===== src/rtl/mem_access_stage.sv =====
// Memory-access pipeline stage: performs loads/stores on a ready-handshaked data bus,
// formats load data and hands a registered single-cycle bundle to write-back.
module mem_access_stage #(
    parameter int unsigned XLEN = 32
) (
    input  logic            clk,
    input  logic            rst_n,
    input  logic            valid_in,
    output logic            in_ready,
    input  logic            mem_re,
    input  logic            mem_we,
    input  logic [2:0]      funct3,
    input  logic [XLEN-1:0] alu_result_in,
    input  logic [XLEN-1:0] store_data,
    input  logic [1:0]      wb_sel_in,
    input  logic [XLEN-1:0] immediate_in,
    input  logic [XLEN-1:0] pc_next_in,
    input  logic [4:0]      rd_in,
    input  logic            reg_we_in,
    output logic            dmem_req,
    output logic            dmem_we,
    output logic [XLEN-1:0] dmem_addr,
    output logic [XLEN-1:0] dmem_wdata,
    output logic [3:0]      dmem_wstrb,
    input  logic            dmem_ready,
    input  logic [XLEN-1:0] dmem_rdata,
    output logic            valid_out,
    output logic [XLEN-1:0] mem_data,
    output logic [XLEN-1:0] alu_result_out,
    output logic [XLEN-1:0] immediate_out,
    output logic [XLEN-1:0] pc_next_out,
    output logic [1:0]      wb_sel_out,
    output logic [4:0]      rd_out,
    output logic            reg_we_out,
    output logic            mem_fault
);

    typedef enum logic {IDLE, BUS} state_t;

    state_t          state;
    logic            accept_c;
    logic            fault_c;
    logic [XLEN-1:0] st_wdata_c;
    logic [3:0]      st_wstrb_c;
    logic [XLEN-1:0] ld_data_c;
    logic [7:0]      ld_byte_c;
    logic [15:0]     ld_half_c;

    // Sideband and access info held while the bus transaction is outstanding
    logic [2:0]      ld_f3;
    logic [1:0]      ld_off;
    logic            ld_is_load;
    logic [XLEN-1:0] sb_alu;
    logic [XLEN-1:0] sb_imm;
    logic [XLEN-1:0] sb_pc;
    logic [1:0]      sb_wb_sel;
    logic [4:0]      sb_rd;
    logic            sb_reg_we;

    assign in_ready = (state == IDLE);
    assign accept_c = valid_in && in_ready;

    // Illegal size/sign encodings and misalignment
    always_comb begin
        fault_c = 1'b0;
        if (mem_re && mem_we) begin
            fault_c = 1'b1;
        end else if (mem_re || mem_we) begin
            case (funct3)
                3'b000:  fault_c = 1'b0;
                3'b001:  fault_c = alu_result_in[0];
                3'b010:  fault_c = (alu_result_in[1:0] != 2'b00);
                3'b100:  fault_c = mem_we;
                3'b101:  fault_c = mem_we | alu_result_in[0];
                default: fault_c = 1'b1;
            endcase
        end
    end

    always_comb begin
        st_wdata_c = store_data;
        st_wstrb_c = 4'b1111;
        case (funct3[1:0])
            2'b00: begin
                st_wdata_c = {4{store_data[7:0]}};
                st_wstrb_c = 4'b0001 << alu_result_in[1:0];
            end
            2'b01: begin
                st_wdata_c = {2{store_data[15:0]}};
                st_wstrb_c = 4'b0011 << alu_result_in[1:0];
            end
            default: ;
        endcase
    end

    always_comb begin
        case (ld_off)
            2'd0:    ld_byte_c = dmem_rdata[7:0];
            2'd1:    ld_byte_c = dmem_rdata[15:8];
            2'd2:    ld_byte_c = dmem_rdata[23:16];
            default: ld_byte_c = dmem_rdata[31:24];
        endcase
        ld_half_c = ld_off[1] ? dmem_rdata[31:16] : dmem_rdata[15:0];
        case (ld_f3)
            3'b000:  ld_data_c = {{(XLEN-8){ld_byte_c[7]}}, ld_byte_c};
            3'b001:  ld_data_c = {{(XLEN-16){ld_half_c[15]}}, ld_half_c};
            3'b100:  ld_data_c = {{(XLEN-8){1'b0}}, ld_byte_c};
            3'b101:  ld_data_c = {{(XLEN-16){1'b0}}, ld_half_c};
            default: ld_data_c = dmem_rdata;
        endcase
    end

    always_ff @(posedge clk) begin
        if (!rst_n) begin
            state          <= IDLE;
            dmem_req       <= 1'b0;
            dmem_we        <= 1'b0;
            dmem_addr      <= '0;
            dmem_wdata     <= '0;
            dmem_wstrb     <= 4'b0000;
            valid_out      <= 1'b0;
            mem_data       <= '0;
            alu_result_out <= '0;
            immediate_out  <= '0;
            pc_next_out    <= '0;
            wb_sel_out     <= 2'b00;
            rd_out         <= 5'd0;
            reg_we_out     <= 1'b0;
            mem_fault      <= 1'b0;
            ld_f3          <= 3'b000;
            ld_off         <= 2'b00;
            ld_is_load     <= 1'b0;
            sb_alu         <= '0;
            sb_imm         <= '0;
            sb_pc          <= '0;
            sb_wb_sel      <= 2'b00;
            sb_rd          <= 5'd0;
            sb_reg_we      <= 1'b0;
        end else begin
            valid_out <= 1'b0;
            case (state)
                IDLE: begin
                    if (accept_c) begin
                        if ((!mem_re && !mem_we) || fault_c) begin
                            // Completes in one cycle without touching the bus
                            valid_out      <= 1'b1;
                            mem_data       <= '0;
                            alu_result_out <= alu_result_in;
                            immediate_out  <= immediate_in;
                            pc_next_out    <= pc_next_in;
                            wb_sel_out     <= wb_sel_in;
                            rd_out         <= rd_in;
                            reg_we_out     <= reg_we_in && !fault_c;
                            mem_fault      <= fault_c;
                        end else begin
                            state      <= BUS;
                            dmem_req   <= 1'b1;
                            dmem_we    <= mem_we;
                            dmem_addr  <= {alu_result_in[XLEN-1:2], 2'b00};
                            dmem_wdata <= mem_we ? st_wdata_c : '0;
                            dmem_wstrb <= mem_we ? st_wstrb_c : 4'b0000;
                            ld_f3      <= funct3;
                            ld_off     <= alu_result_in[1:0];
                            ld_is_load <= mem_re;
                            sb_alu     <= alu_result_in;
                            sb_imm     <= immediate_in;
                            sb_pc      <= pc_next_in;
                            sb_wb_sel  <= wb_sel_in;
                            sb_rd      <= rd_in;
                            sb_reg_we  <= reg_we_in;
                        end
                    end
                end
                BUS: begin
                    if (dmem_ready) begin
                        state          <= IDLE;
                        dmem_req       <= 1'b0;
                        dmem_we        <= 1'b0;
                        dmem_wstrb     <= 4'b0000;
                        valid_out      <= 1'b1;
                        mem_data       <= ld_is_load ? ld_data_c : '0;
                        alu_result_out <= sb_alu;
                        immediate_out  <= sb_imm;
                        pc_next_out    <= sb_pc;
                        wb_sel_out     <= sb_wb_sel;
                        rd_out         <= sb_rd;
                        reg_we_out     <= sb_reg_we;
                        mem_fault      <= 1'b0;
                    end
                end
                default: state <= IDLE;
            endcase
        end
    end

endmodule


===== config.mk =====
export PLATFORM = sky130hd
export DESIGN_NAME = mem_access_stage
export DESIGN_NICKNAME = d
export VERILOG_FILES = /design/src/rtl/mem_access_stage.sv
export SDC_FILE = /design/constraint.sdc
export NUM_CORES = 1
export LEC_CHECK = 0
export BUFFER_PORTS_ARGS = -buffer_cell sky130_fd_sc_hd__buf_2
export CORE_MARGIN = 5
export CORE_UTILIZATION = 40
export DETAILED_ROUTE_END_ITERATION = 10
export GPL_ROUTABILITY_DRIVEN = 1
export PLACE_DENSITY_LB_ADDON = 0.2
export SYNTH_ARGS = -nofsm -noshare
export SYNTH_HDL_FRONTEND = slang
export SYNTH_SLANG_ARGS = --single-unit
export TNS_END_PERCENT = 5

===== constraint.sdc =====
create_clock -name clk -period 1.8 [get_ports clk]
set_input_delay 0.09 -clock clk [delete_from_list [all_inputs] [get_ports clk]]
set_output_delay 0.09 -clock clk [all_outputs]
set_load 0.005 [all_outputs]

==> results.yml <==
status:
  run_status: "finished clean"
synth:
  synth.cells.most_frequent: "sky130_fd_sc_hd__dfxtp_1, sky130_fd_sc_hd__nand3_1, sky130_fd_sc_hd__mux2i_1"
  seq_area_frac_synth_pct: 48.9
  yosys.area.top_type: "sky130_fd_sc_hd__dfxtp_1"
  leading_register_cell_type_out_of_synthesis: "sky130_fd_sc_hd__dfxtp_1"
  synth.lib_cells_used.distinct: 42
  synth_top_cell_area_share_pct: 48.9
  async_flop_share_pct: 0
  avgSynthCellArea_sq_um: 9.44
  ys_ff_latch: 285
  synthMostInstantiatedCell: "sky130_fd_sc_hd__dfxtp_1"
  syn_inst: 1236
  synth.top_cells.by_area: "sky130_fd_sc_hd__dfxtp_1, sky130_fd_sc_hd__mux2i_1, sky130_fd_sc_hd__o2bb2ai_1"
  synth_edf_count: 0
  synth.yosys.warnings: 0
  mappedNetlistArea_sq_mm: 0.0117
finish:
  drive_gt1_share_pct: 27.4
  nets: 1915
  layout-area-overhead-vs-synth_pct: 44.3
  antenna-diode-count: 0
  fillCellCount: 2471
routing:
  post_drt_via_cell_ratio: 5.20
  postRouteAntennaNets: 0
  route.vias.total: 11157
  post_drt_wl_per_cell_um: 17.4
  drt_first_iter_violations: 722
  number_of_optimization_iterations_in_the_first_detailed_route_pass: 5
  remaining_drc_errors: 0
  routed_wl_um: 37200
pwr:
  power_mw: 15.6
  power.static_leakage_nw: 7.10
  power_density_mw_per_mm2: 926
  max-vdd-ir-drop_mv: 0.694
timing:
  fin_worst_hold_slack_ns: 0.0362
  grt_setup_unrepaired: "false"
  skew_ns: 0.00939
  clock.fmax_mhz: 580
  drv_slew: 0
  worst_pin_slew_ns: 0.670
  max_slew_margin_pct: 55.3
  report.final.setup_viol: 0
  post-route-period-util_pct: 95.8
  final_period_minus_worst_setup_slack_ns: 1.72
  hold_violations: 0
global_route:
  gr-usage-all-layers_pct: 21.8
  grt_start_max_net_pins: 157
  grt_overflow_total: 0
  antenna_found_initial: 0
  vias_in_the_first_global_route: 11081
  global_route_wire_length_before_repair_um: 60500
clocking:
  numCtsBuffers: 31
  clock_latency_ns: 0.55
  tritoncts_num_sinks: 285
  root_buffer: "sky130_fd_sc_hd__clkbuf_16"
  cts_max_level: 1
  tritoncts: "done"
  clock_path_buffers: 3
  clk_pin_slew_ns: 0.06
floorplanning:
  boundaryPins: 386
  starting_density_of_the_core_pct: 40.5
  dieArea_sq_mm: 0.0327
  y_dimension_of_the_die_um: 181
  coreArea_sq_mm: 0.0288
  chipWidth_um: 181
  rows: 62
min_path:
  hp-class: "in -> reg"
placed_design:
  port_buffers: 383
  place.detailed.hpwl_um: 23300
  place_congestion: 0.830
setup_path:
  worstPathRequired_ns: 2.23
  endpoint_kind: "register"
  cp.arrival_ns: 2.15
  timing.critical_path.from_type: "register"
  critPathMaxFanout: 6
  criticalPathCategory: "reg -> reg"
flow_run:
  max_cap_violations: 0
-- sequential cells by signal (all words and copies together), names as in the netlist, 4 cells and up --
name            cells
dmem_wdata         32
pc_next_out        32
rd_out              5
sb_rd               5
sb_imm             32
immediate_out      32
sb_pc              32
sb_alu             30
mem_data           32
alu_result_out     32
dmem_wstrb          4
-- stage by stage --
stage / area, sq um / setup slack (ns) / setup TNS, ns / cells / util [%]
after CTS: 16800 / 0.0778 / 0 / 2146 / 58.5
final: 16800 / 0.0753 / 0 / 2146 / 58.5
after global placement: 14000 / 0.0180 / 0 / 1913 / 48.5
after global routing: 16800 / 0.00930 / 0 / 2146 / 58.5
after detailed placement: 14000 / -0.00210 / -0.00544 / 1913 / 48.5
after floorplan: 11700 / 0.0709 / 0 / 1237 / -
-- worst max-delay path, cell delays in order (launching register included) --
cell                       delay (ns)
sky130_fd_sc_hd__dfxtp_1         0.42
sky130_fd_sc_hd__mux4_2          0.54
sky130_fd_sc_hd__nand2b_2        0.12
sky130_fd_sc_hd__nor3_2          0.07
sky130_fd_sc_hd__and3_4          0.21
sky130_fd_sc_hd__a221o_1         0.26
-- layout by cell type, fill, tap and decap left out, types with 2 or more instances in the layout --
master,instances
sky130_fd_sc_hd__nand3_1,154
sky130_fd_sc_hd__nor2b_1,12
sky130_fd_sc_hd__a221o_1,6
sky130_fd_sc_hd__o21ai_1,11
sky130_fd_sc_hd__o31ai_1,24
sky130_fd_sc_hd__o2bb2ai_1,113
sky130_fd_sc_hd__a21boi_1,2
sky130_fd_sc_hd__buf_12,14
sky130_fd_sc_hd__clkbuf_8,9
sky130_fd_sc_hd__conb_1,2
sky130_fd_sc_hd__inv_1,7
sky130_fd_sc_hd__bufinv_16,5
sky130_fd_sc_hd__a22o_1,24
sky130_fd_sc_hd__buf_4,22
sky130_fd_sc_hd__a21oi_1,28
sky130_fd_sc_hd__clkbuf_16,31
sky130_fd_sc_hd__o32a_1,3
sky130_fd_sc_hd__buf_2,382
sky130_fd_sc_hd__nand2_1,116
sky130_fd_sc_hd__clkinvlp_4,4
sky130_fd_sc_hd__nor2_1,22
sky130_fd_sc_hd__dfxtp_1,284
sky130_fd_sc_hd__a211oi_1,8
sky130_fd_sc_hd__o41a_1,2
sky130_fd_sc_hd__clkbuf_1,5
sky130_fd_sc_hd__mux2i_1,128
sky130_fd_sc_hd__a21o_1,7
sky130_fd_sc_hd__clkinv_2,2
sky130_fd_sc_hd__dlygate4sd3_1,175
sky130_fd_sc_hd__nand2b_1,17
sky130_fd_sc_hd__and2_1,3
sky130_fd_sc_hd__o21ai_0,121
-- logic make-up (layout without fill, tap and decap cells) --
kind of cell              after synthesis  in the layout  synth area share, %
AOI/OAI and AO/OA                     355            355                 21.3
other                                   1              2               0.0321
and+or+nand+nor                       331            331                 13.3
muxes                                 130            130                 11.3
xor gates and xnor gates                1              1               0.0751
buffers and inverters                 133            658                 5.13
DFF                                   285            285                 48.9
-- final cells by class --
class                           instances  area (sq um)  area share [%]
Sequential cell                       285          5710            33.9
Timing Repair Buffer                  594          4120            24.5
Inverter                                7          26.3           0.156
Multi-Input combinational cell        819          5390            32.0
Tap cell                              384           480            2.85
Clock buffer                           44           905            5.37
Clock inverter                         13           205            1.22
-- routing by layer --
layer,wire [um],global-route usage [%],up-vias
met5,0,0,-
met4,1440,7.50,0
met3,2430,5.09,100
li1,-,-,5495
met2,17400,36.2,368
met1,15900,27.8,5194
-- power by group --
group          switching (mW)  internal (mW)  total (mW)  leakage [nW]
logic                    1.03          0.972        2.00          4.25
clock network            2.62           4.21        6.82         0.534
registers               0.164           6.60        6.77          2.32
-- final timing paths --
| path | start | end | cells after the start | slack (ns) |
|---|---|---|---|---|
| hold reg to reg | pc_next_out[25] | pc_next_out[25] | 1 | 0.45 |
| setup / recovery | sb_alu[1] | mem_data[9] | 5 | 0.08 |
| hold / removal | mem_we | dmem_wdata[0] | 4 | 0.04 |
| setup reg to reg | sb_alu[1] | mem_data[9] | 5 | 0.08 |
-- what timing repair did --
item,CTS,global route
buffers inserted,1,0
hold endpoints to repair,278,0
gates resized for setup,0,0
setup endpoints to repair,16,0
hold buffers,175,0
Power figures use the tool's default switching activity.
